<file path="src/rtl/uart_pkg.sv">
//------------------------------------------------------------------------------
// Module   : uart_pkg
// Brief    : Shared UART types and constants (receiver states, frame width, rate).
// Revision : 1.0 - initial release
//------------------------------------------------------------------------------
`default_nettype none

package uart_pkg;

    localparam int DATA_BITS         = 8;
    // 16 MHz system clock at 115200 baud; shared with the transmitter.
    localparam int UART_CLKS_PER_BIT = 139;

    typedef enum logic [2:0] {
        ST_IDLE   = 3'd0,
        ST_START  = 3'd1,
        ST_DATA   = 3'd2,
        ST_PARITY = 3'd3,
        ST_STOP   = 3'd4,
        ST_BREAK  = 3'd5
    } uart_state_e;

endpackage

`default_nettype wire

</file>
<file path="src/rtl/uart_sync.sv">
//------------------------------------------------------------------------------
// Module   : uart_sync
// Brief    : SYNC_STAGES flop chain for asynchronous pin inputs, resets to 1.
// Revision : 1.0 - initial release
//------------------------------------------------------------------------------
`default_nettype none

module uart_sync #(
    parameter int SYNC_STAGES = 2
) (
    input  logic clk,
    input  logic reset_n,
    input  logic d,
    output logic q
);

    logic [SYNC_STAGES-1:0] r_sync;

    always_ff @(posedge clk) begin
        if (!reset_n) begin
            r_sync <= '1;
        end else begin
            r_sync <= {r_sync[SYNC_STAGES-2:0], d};
        end
    end

    assign q = r_sync[SYNC_STAGES-1];

endmodule

`default_nettype wire

</file>
<file path="src/rtl/uart_rx.sv">
//------------------------------------------------------------------------------
// Module   : uart_rx
// Brief    : Mid-bit sampling UART receiver with valid/ready holding register.
//            Optional even parity enabled by defining UART_RX_PARITY_EN.
// Revision : 1.0 - initial release
//------------------------------------------------------------------------------
`default_nettype none

module uart_rx
    import uart_pkg::*;
#(
    parameter int CLKS_PER_BIT = UART_CLKS_PER_BIT,
    parameter int SYNC_STAGES  = 2
) (
    input  logic                 clk,
    input  logic                 reset_n,
    input  logic                 rx,
    output logic [DATA_BITS-1:0] data,
    output logic                 valid,
    input  logic                 ready,
    output logic                 frame_err,
    output logic                 overrun,
    output logic                 parity_err
);

    localparam int              c_TW       = $clog2(CLKS_PER_BIT + 1);
    localparam int              c_BW       = $clog2(DATA_BITS);
    localparam logic [c_TW-1:0] c_FULL     = c_TW'(CLKS_PER_BIT);
    localparam logic [c_TW-1:0] c_HALF     = c_TW'(CLKS_PER_BIT / 2);
    localparam logic [c_TW-1:0] c_ONE      = c_TW'(1);
    localparam logic [c_BW-1:0] c_LAST_BIT = c_BW'(DATA_BITS - 1);

    logic                 w_rs;
    logic                 w_expire;
    logic                 w_done;

    uart_state_e          r_state,     w_state_nxt;
    logic [c_TW-1:0]      r_timer,     w_timer_nxt;
    logic [c_BW-1:0]      r_bit,       w_bit_nxt;
    logic [DATA_BITS-1:0] r_shift,     w_shift_nxt;
    logic [DATA_BITS-1:0] r_data,      w_data_nxt;
    logic                 r_valid,     w_valid_nxt;
    logic                 r_frame_err, w_frame_err_nxt;
    logic                 r_overrun,   w_overrun_nxt;
`ifdef UART_RX_PARITY_EN
    logic                 r_par_bad,    w_par_bad_nxt;
    logic                 r_parity_err, w_parity_err_nxt;
`endif

    uart_sync #(
        .SYNC_STAGES (SYNC_STAGES)
    ) u_sync (
        .clk     (clk),
        .reset_n (reset_n),
        .d       (rx),
        .q       (w_rs)
    );

    assign w_expire = (r_timer == c_ONE);

    always_comb begin
        w_state_nxt     = r_state;
        w_timer_nxt     = r_timer;
        w_bit_nxt       = r_bit;
        w_shift_nxt     = r_shift;
        w_data_nxt      = r_data;
        w_valid_nxt     = r_valid & ~ready;
        w_frame_err_nxt = 1'b0;
        w_overrun_nxt   = 1'b0;
        w_done          = 1'b0;
`ifdef UART_RX_PARITY_EN
        w_par_bad_nxt    = r_par_bad;
        w_parity_err_nxt = 1'b0;
`endif

        case (r_state)
            ST_IDLE: begin
                if (!w_rs) begin
                    w_timer_nxt = c_HALF;
                    w_state_nxt = ST_START;
                end
            end
            ST_START: begin
                if (!w_expire) begin
                    w_timer_nxt = r_timer - c_ONE;
                end else if (w_rs) begin
                    w_state_nxt = ST_IDLE;
                end else begin
                    w_timer_nxt = c_FULL;
                    w_bit_nxt   = '0;
                    w_state_nxt = ST_DATA;
                end
            end
            ST_DATA: begin
                if (!w_expire) begin
                    w_timer_nxt = r_timer - c_ONE;
                end else begin
                    w_shift_nxt = {w_rs, r_shift[DATA_BITS-1:1]};
                    w_timer_nxt = c_FULL;
                    w_bit_nxt   = r_bit + c_BW'(1);
                    if (r_bit == c_LAST_BIT) begin
`ifdef UART_RX_PARITY_EN
                        w_state_nxt = ST_PARITY;
`else
                        w_state_nxt = ST_STOP;
`endif
                    end
                end
            end
`ifdef UART_RX_PARITY_EN
            ST_PARITY: begin
                if (!w_expire) begin
                    w_timer_nxt = r_timer - c_ONE;
                end else begin
                    // Even parity: line bit must equal XOR of the data bits.
                    w_par_bad_nxt = w_rs ^ (^r_shift);
                    w_timer_nxt   = c_FULL;
                    w_state_nxt   = ST_STOP;
                end
            end
`endif
            ST_STOP: begin
                if (!w_expire) begin
                    w_timer_nxt = r_timer - c_ONE;
                end else if (w_rs) begin
                    w_done      = 1'b1;
                    w_state_nxt = ST_IDLE;
                end else begin
                    w_frame_err_nxt = 1'b1;
                    w_state_nxt     = ST_BREAK;
                end
            end
            ST_BREAK: begin
                // Held-low line: one frame_err only, rearm once the line idles.
                if (w_rs) begin
                    w_state_nxt = ST_IDLE;
                end
            end
            default: begin
                w_state_nxt = ST_IDLE;
            end
        endcase

        if (w_done) begin
            if (!r_valid || ready) begin
                w_data_nxt  = r_shift;
                w_valid_nxt = 1'b1;
            end else begin
                w_overrun_nxt = 1'b1;
            end
`ifdef UART_RX_PARITY_EN
            w_parity_err_nxt = r_par_bad;
`endif
        end
    end

    always_ff @(posedge clk) begin
        if (!reset_n) begin
            r_state     <= ST_IDLE;
            r_timer     <= '0;
            r_bit       <= '0;
            r_shift     <= '0;
            r_data      <= '0;
            r_valid     <= 1'b0;
            r_frame_err <= 1'b0;
            r_overrun   <= 1'b0;
        end else begin
            r_state     <= w_state_nxt;
            r_timer     <= w_timer_nxt;
            r_bit       <= w_bit_nxt;
            r_shift     <= w_shift_nxt;
            r_data      <= w_data_nxt;
            r_valid     <= w_valid_nxt;
            r_frame_err <= w_frame_err_nxt;
            r_overrun   <= w_overrun_nxt;
        end
    end

`ifdef UART_RX_PARITY_EN
    always_ff @(posedge clk) begin
        if (!reset_n) begin
            r_par_bad    <= 1'b0;
            r_parity_err <= 1'b0;
        end else begin
            r_par_bad    <= w_par_bad_nxt;
            r_parity_err <= w_parity_err_nxt;
        end
    end

    assign parity_err = r_parity_err;
`else
    assign parity_err = 1'b0;
`endif

    assign data      = r_data;
    assign valid     = r_valid;
    assign frame_err = r_frame_err;
    assign overrun   = r_overrun;

endmodule

`default_nettype wire

</file>
<file path="config.mk">
export PLATFORM = sky130hd
export DESIGN_NAME = uart_rx
export DESIGN_NICKNAME = d
export VERILOG_FILES = /design/src/rtl/uart_pkg.sv /design/src/rtl/uart_sync.sv /design/src/rtl/uart_rx.sv
export SDC_FILE = /design/constraint.sdc
export NUM_CORES = 1
export LEC_CHECK = 0
export CORE_UTILIZATION = 56
export DETAILED_ROUTE_END_ITERATION = 12
export PLACE_DENSITY = 0.8
export SKIP_LAST_GASP = 1
export SLEW_MARGIN = 10
export SYNTH_ARGS = -nofsm -noshare
export SYNTH_HDL_FRONTEND = slang
export SYNTH_SLANG_ARGS = --single-unit
</file>
<file path="constraint.sdc">
create_clock -name clk -period 2.5 [get_ports clk]
set_clock_uncertainty 0.1 [all_clocks]
set_input_delay 0.5 -clock clk [delete_from_list [all_inputs] [get_ports clk]]
set_output_delay 0.5 -clock clk [all_outputs]
set_load 0.005 [all_outputs]
</file>
==> qor_table.md, run 1 <==
| Group | Parameter | Value |
| --- | --- | --- |
| cts | Clk Tree Root Cell | clkbuf_4 |
| timing | Timing-limited maximum frequency | 0.463 GHz |
| timing | Headroom to the max-slew limit | 56.7% |
| timing | Unrepaired setup endpoints after global routing | no |
| status | Violated checks | design-rule violations |
| placement | IO buf count | 14 |
| drt | Antenna-violating nets left | 0 |
| drt | Wire length per cell | 14.9 um |
| logic synthesis | Register bit count reported by yosys | 35 |
| setup path | Data required time at the worst endpoint | 2.64 ns |
| cts | Clock transition at the registers of the reported paths | 0.10 ns |
| power and ir drop | Leakage power figure | 0.754 nW |
| power and ir drop | Cell Pwr Density | 547 nW/um^2 |
| placement | Placement Cell Area | 1910 um^2 |
| timing | Worst setup margin | 0.341 ns |
| cts | Number of buffers inserted to repair setup after CTS | 0 |
| drt | Vias per cell | 6.06 |
| die | Num ports | 16 |
| placement | Final weighted congestion in routability-driven placement | 0.896 |
| grt | Largest net degree at the start of global routing | 21 |
| logic synthesis | EDFF count, synth | 0 |
| cts | CTS tree | done |
| grt | First-pass GRT wire length | 6640 um |
| placement | Worst slack at placement | 0.337 ns |
| hold path | Endpoint with the worst hold slack | u_sync.r_sync[1] |
| die | Initial core utilization | 61.2% |
| setup path | Reg-to-Reg Start | r_state[2] |
| cells and area | Antenna cell count | 0 |
| cells and area | Most frequent cells in the layout | dfxtp_1 (35), nand2_1 (29), nor2_1 (14), clkdlybuf4s50_1 (14), a21oi_1 (13) |
| logic synthesis | Mapped cell area | 1760 um^2 |
| setup path | Maximum fanout count along the critical path | 12 |
| cells and area | Total of fill cells in the finished design | 255 |
| cells and area | Final standard cell area without fillers | 1970 um^2 |
| grt | Total Routing Usage GR | 26.1% |
| logic synthesis | Ys Warns | 0 |
| logic synthesis | Post-synth ARST share | 0% |
| setup path | Critical path capture point type | flip-flop |
| timing | Final setup violation count | 0 |
| cts | Worst-skew pair later-pin latency | 0.35 ns |
| flow run | Max cap viols | 0 |
| hold path | Hold path startpoint | u_sync.r_sync[0] |
| setup path | Critical path startpoint category | flip-flop |
| die | Core outline area | 2880 um^2 |
| die | Die Y | 58.1 um |
| logic synthesis | Fraction of the yosys area taken by sequential cells | 39.8% |
| grt | Initial antenna violation count | 0 |
| die | Row cnt | 19 |
| drt | Vias | 1570 |
| die | Die X | 58.1 um |
| cells and area | Layout overhead on the synthesized area | 11.9% |
| status | Outcome | finished, violations left |
| timing | Pin slew with the least headroom to its limit | 0.648 ns |
| setup path | Start-to-end type of the worst setup path | flip-flop to flip-flop |
| cts | Number of clock buffers inserted by TritonCTS | 5 |
| timing | Period minus WS final | 2.16 ns |
| hold path | Hold Path Class | flip-flop to flip-flop |
| cells and area | Commonest non-fill, non-tap cell in the layout | dfxtp_1 |
| cts | PostCTS Resize Cnt | 0 |
| drt | DRC violation total after the first TritonRoute iteration | 106 |
| drt | Total Routed Length | 3850 um |
| logic synthesis | Cell count after synthesis | 205 |
| logic synthesis | Post-Synthesis Net Count | 213 |
| power and ir drop | Post-layout power | 1.08 mW |
| setup path | Capture instance of the worst register-to-register path | data[7] |
| setup path | Slack of the worst reg-to-reg path | 0.34 ns |
| cells and area | Share of the core filled with cells | 68.4% |
| cts | Post-cts hold buffer count | 0 |
| setup path | Path depth of the worst reg2reg path | 5 |
| cts | Sinks on Clock Net | 35 |
| grt | Via count of the first global-routing pass | 1459 |
| cells and area | Net count, final | 224 |
| timing | Hold Vio Cnt, Final | 0 |
| timing | Final-layout setup total negative slack | 0 ns |
| grt | Overflow left after global routing | 0 |
| placement | Post-detail-place hpwl | 2770 um |
| drt | Post-detailed-route DRC marker count | 1 |
| cts | CTS H-tree depth | 2 |
| setup path | Data arrival at the endpoint of the critical path | 2.30 ns |
| logic synthesis | Synthesized area divided by synthesized cell count | 8.58 um^2 |
| cts | Buffer levels on the longest clock path | 2 |
| logic synthesis | Most instantiated flip-flop cell in the synthesis netlist | dfxtp_1 |
| drt | Number of optimization iterations in the first detailed-route pass | 9 |
| timing | Final number of max-transition violations | 0 |
| die | Overall die area | 3370 um^2 |
| timing | Final period util | 86.4% |
| logic synthesis | Count of unique library cells instantiated by Yosys | 54 |
| power and ir drop | VDD IR max | 0.458 mV |
| hold path | Worst Hold Path Cells | 1 |
| cells and area | Share of layout cells above drive strength 1 | 10.1% |
==> worst max-delay path, cell delays in order (launching register included) <==
cell	delay [ns]
dfxtp_1	0.55
buf_4	0.25
nor4bb_1	0.42
nand4_2	0.41
mux2i_1	0.27
nor2_1	0.06
==> synthesized netlist by cell type, types with 2 or more instances <==
cell type,n,share of area [%]
o211a_1,2,1.1
a21oi_1,13,3.7
clkbuf_1,6,1.3
nor3b_1,3,1.3
or3b_2,3,1.5
o21ai_0,6,1.7
ha_1,4,2.8
mux2i_1,9,5.1
nand3_1,4,1.1
nor4b_1,2,1.0
nor3_1,6,1.7
a22oi_1,3,1.3
o32ai_1,2,1.0
or2_2,2,0.71
nand2_1,29,6.2
a31oi_1,4,1.4
nor2_1,14,3.0
a32o_1,2,1.1
buf_2,6,1.7
o21a_1,2,0.85
dfxtp_1,35,40
nor4_1,3,1.1
a211oi_1,3,1.3
xnor2_1,2,1.0
nand2b_1,3,1.1
inv_1,8,1.7
o211ai_1,2,0.85
==> cells by family (layout without fill, tap and decap cells) <==
| logic type | after synthesis | count (layout) | share of synthesized area [%] |
|---|---|---|---|
| buf+inv | 23 | 35 | 5.97 |
| fa+ha+maj | 4 | 4 | 2.85 |
| xor+xnor | 2 | 2 | 0.996 |
| compound gates | 54 | 54 | 21.7 |
| simple gates | 77 | 77 | 23.3 |
| flops | 35 | 35 | 39.8 |
| mux | 9 | 9 | 5.12 |
| other cells | 1 | 1 | 0.213 |
==> power by group <==
group,internal [mW],switching [mW]
sequential,0.572,0.0255
clock,0.108,0.195
combinational,0.0728,0.104
total,0.753,0.325
==> metal layers <==
metal	GRT usage, %	up-vias	wire (um)
li1	-	766	-
met1	34.0	736	1710
met2	40.6	63	1810
met3	6.92	5	263
met4	11.6	0	64
met5	0	-	0
==> metrics by stage <==
| stage | hold slack (ns) | instances |
|---|---|---|
| floorplan | 0.286 | 205 |
| global placement | 0.299 | 251 |
| detailed placement | 0.315 | 251 |
| CTS | 0.339 | 259 |
| global route | 0.357 | 259 |
| finish | 0.335 | 259 |
==> flip-flops by register name, indices dropped and copies added (netlist names) <==
name,count
valid,1
r_timer,8
overrun,1
r_bit,3
data,8
frame_err,1
r_state,3
r_shift,8
u_sync.r_sync,2
==> worst max path at each step <==
stage                     from    endpoint  slack [ns]
floorplan           r_timer[0]     data[7]        0.63
global placement       reset_n  r_state[0]        0.44
detailed placement     reset_n  r_state[0]        0.34
CTS                 r_state[2]     data[3]        0.38
global route        r_state[2]     data[3]        0.23
finish              r_state[2]     data[7]        0.34
==> cell type report <==
cell class              count  area [um^2]  share of cell area [%]
well taps                  42         52.6                    2.67
clock inverters             2         12.5                   0.636
clock buffers               6         41.3                    2.10
inverters                   8         30.0                    1.53
repair buffers             19          178                    9.03
multi-input cells         147          953                    48.4
flip-flops and latches     35          701                    35.6
Note: power is estimated with default switching activity, not from simulation.
==> run 2: changes to the inputs <==
CELL_PAD_IN_SITES_DETAIL_PLACEMENT = 0   (was not set)
CELL_PAD_IN_SITES_GLOBAL_PLACEMENT = 1   (was not set)
CORE_UTILIZATION = 43   (was 56)
PLACE_DENSITY = 0.81   (was 0.8)
==> run 2 against run 1 <==
Against the previous run:
- the run now ends clean
- final cell count increased by 3.9%
- global-route usage shrank 6.3 points
- final area grew 4.2%
- total power is 14% higher
- first-iteration DRC count fell by 15%
- setup slack improved by 0.069 ns
- sequential cell count is the same
- largest power group unchanged
==> qor_table.md, run 2 (synthesized netlist as in run 1, its figures left out) <==
| Group | Parameter | Value |
| --- | --- | --- |
| drt | Wire length per cell | 14.4 um |
| timing | Unrepaired setup endpoints after global routing | no |
| drt | Vias per cell | 5.70 |
| placement | Post-detail-place hpwl | 2770 um |
| die | Overall die area | 4350 um^2 |
| timing | Headroom to the max-slew limit | 62.3% |
| setup path | Bufs and invs on worst path | 1 |
| placement | IO buf count | 14 |
| power and ir drop | Leakage power figure | 0.793 nW |
| drt | Number of optimization iterations in the first detailed-route pass | 4 |
| setup path | Longest individual stage delay on the worst path | 0.42 ns |
| die | Core outline area | 3800 um^2 |
| cells and area | Most frequent cells in the layout | dfxtp_1 (35), nand2_1 (29), nor2_1 (14), clkdlybuf4s50_1 (14), a21oi_1 (13) |
| setup path | Data arrival at the endpoint of the critical path | 2.17 ns |
| cells and area | Commonest non-fill, non-tap cell in the layout | dfxtp_1 |
| cts | Number of clock buffers inserted by TritonCTS | 5 |
| flow run | Max cap viols | 0 |
| setup path | Maximum fanout count along the critical path | 8 |
| setup path | CP Cell Sequence | ha_1, nor3b_1, buf_4, nand4_2, mux2i_1, nor2_1 |
| setup path | Start-to-end type of the worst setup path | flip-flop to flip-flop |
| power and ir drop | VDD IR max | 0.454 mV |
| die | Initial core utilization | 46.3% |
| cts | Sinks on Clock Net | 35 |
| cts | CTS tree | done |
| timing | Pin slew with the least headroom to its limit | 0.565 ns |
| cells and area | Antenna cell count | 0 |
| cells and area | Share of layout cells above drive strength 1 | 12.2% |
| die | Die Y | 66.0 um |
| grt | First-pass GRT wire length | 6640 um |
| status | Outcome | completed |
| cells and area | FF+latch area | 701 um^2 |
| cts | Buffer levels on the longest clock path | 2 |
| timing | Final-layout setup total negative slack | 0 ns |
| grt | Overflow left after global routing | 0 |
| drt | DRC violation total after the first TritonRoute iteration | 90 |
| drt | Total Routed Length | 3870 um |
| setup path | Data required time at the worst endpoint | 2.58 ns |
| grt | Initial antenna violation count | 0 |
| setup path | Largest delay contributor family on the critical path | simple AND/OR/NAND/NOR gates |
| timing | Final period util | 83.6% |
| setup path | Critical path's slowest cell | dfxtp_1 |
| cells and area | Net count, final | 228 |
| cts | Worst-skew pair later-pin latency | 0.29 ns |
| cells and area | Total of fill cells in the finished design | 357 |
| cts | Clock transition at the registers of the reported paths | 0.08 ns |
| cts | Clk Tree Root Cell | clkbuf_8 |
| drt | Post-detailed-route DRC marker count | 0 |
| power and ir drop | Post-layout power | 1.23 mW |
| drt | Vias | 1532 |
| timing | Timing-limited maximum frequency | 0.478 GHz |
| timing | Final number of max-transition violations | 0 |
| cells and area | Multi-input gate area | 953 um^2 |
| timing | Period minus WS final | 2.09 ns |
| setup path | Critical path capture point type | flip-flop |
| cts | Number of buffers inserted to repair setup after CTS | 0 |
| die | Num ports | 16 |
| cells and area | Layout overhead on the synthesized area | 16.6% |
| die | Die X | 66.0 um |
| timing | Worst hold slack across all endpoints | 0.319 ns |
| drt | Antenna-violating nets left | 0 |
| die | Row cnt | 22 |
| timing | Final setup violation count | 0 |
| setup path | Critical path startpoint category | flip-flop |
| hold path | Hold Path Class | flip-flop to flip-flop |
| cts | Post-cts hold buffer count | 0 |
| grt | Total Routing Usage GR | 19.8% |
| placement | Final weighted congestion in routability-driven placement | 0.900 |
| power and ir drop | Cell Pwr Density | 598 nW/um^2 |
| grt | Largest net degree at the start of global routing | 20 |
| grt | Via count of the first global-routing pass | 1472 |
| cts | PostCTS Resize Cnt | 0 |
| cts | CTS H-tree depth | 2 |
| timing | Hold Vio Cnt, Final | 0 |
[run 2: metrics by stage]
| stage | instance area, um^2 | setup slack [ns] | util [%] | std cells |
|---|---|---|---|---|
| after global placement | 1950 | 0.523 | 51.4 | 261 |
| after global routing | 2050 | 0.213 | 54.0 | 269 |
| after floorplan | 1760 | 0.635 | - | 205 |
| final | 2050 | 0.410 | 54.0 | 269 |
| after detailed placement | 1950 | 0.461 | 51.4 | 261 |
| after CTS | 2050 | 0.391 | 54.0 | 269 |
[run 2: layout make-up]
| cell class | count | share of cell area [%] |
|---|---|---|
| clock buffers | 6 | 4.03 |
| clock inverters | 2 | 0.793 |
| inverters | 8 | 1.46 |
| multi-input cells | 147 | 46.5 |
| flip-flops and latches | 35 | 34.2 |
| well taps | 48 | 2.93 |
| repair buffers | 23 | 10.1 |
[run 2: worst paths after layout]
kind,start,to,slack [ns],cells after the start
setup / recovery,r_timer[0],data[1],0.41,6
hold / removal,u_sync.r_sync[0],u_sync.r_sync[1],0.32,1
setup reg to reg,r_timer[0],data[1],0.41,6
hold reg to reg,u_sync.r_sync[0],u_sync.r_sync[1],0.32,1
[run 2: worst register-to-register path, stage by stage, from the launching register on]
cell,delay [ns]
dfxtp_1,0.42
ha_1,0.21
nor3b_1,0.39
buf_4,0.23
nand4_2,0.32
mux2i_1,0.26
nor2_1,0.06
[run 2: per-layer routing]
layer  GRT usage, %  vias to the layer above  routed length [um]  part of all wire (%)
li1               -                      771                   -                     -
met1           24.8                      737                1810                    47
met2           33.7                       20                1920                    49
met3           4.66                        4                 115                   3.0
met4           5.59                        0                  27                  0.70
met5              0                        -                   0                     0
[run 2: report_power, final]
group / switching [mW] / internal, mW / total (mW)
registers: 0.0225 / 0.571 / 0.594
logic: 0.107 / 0.0782 / 0.185
clock network: 0.222 / 0.225 / 0.447
total: 0.351 / 0.875 / 1.23
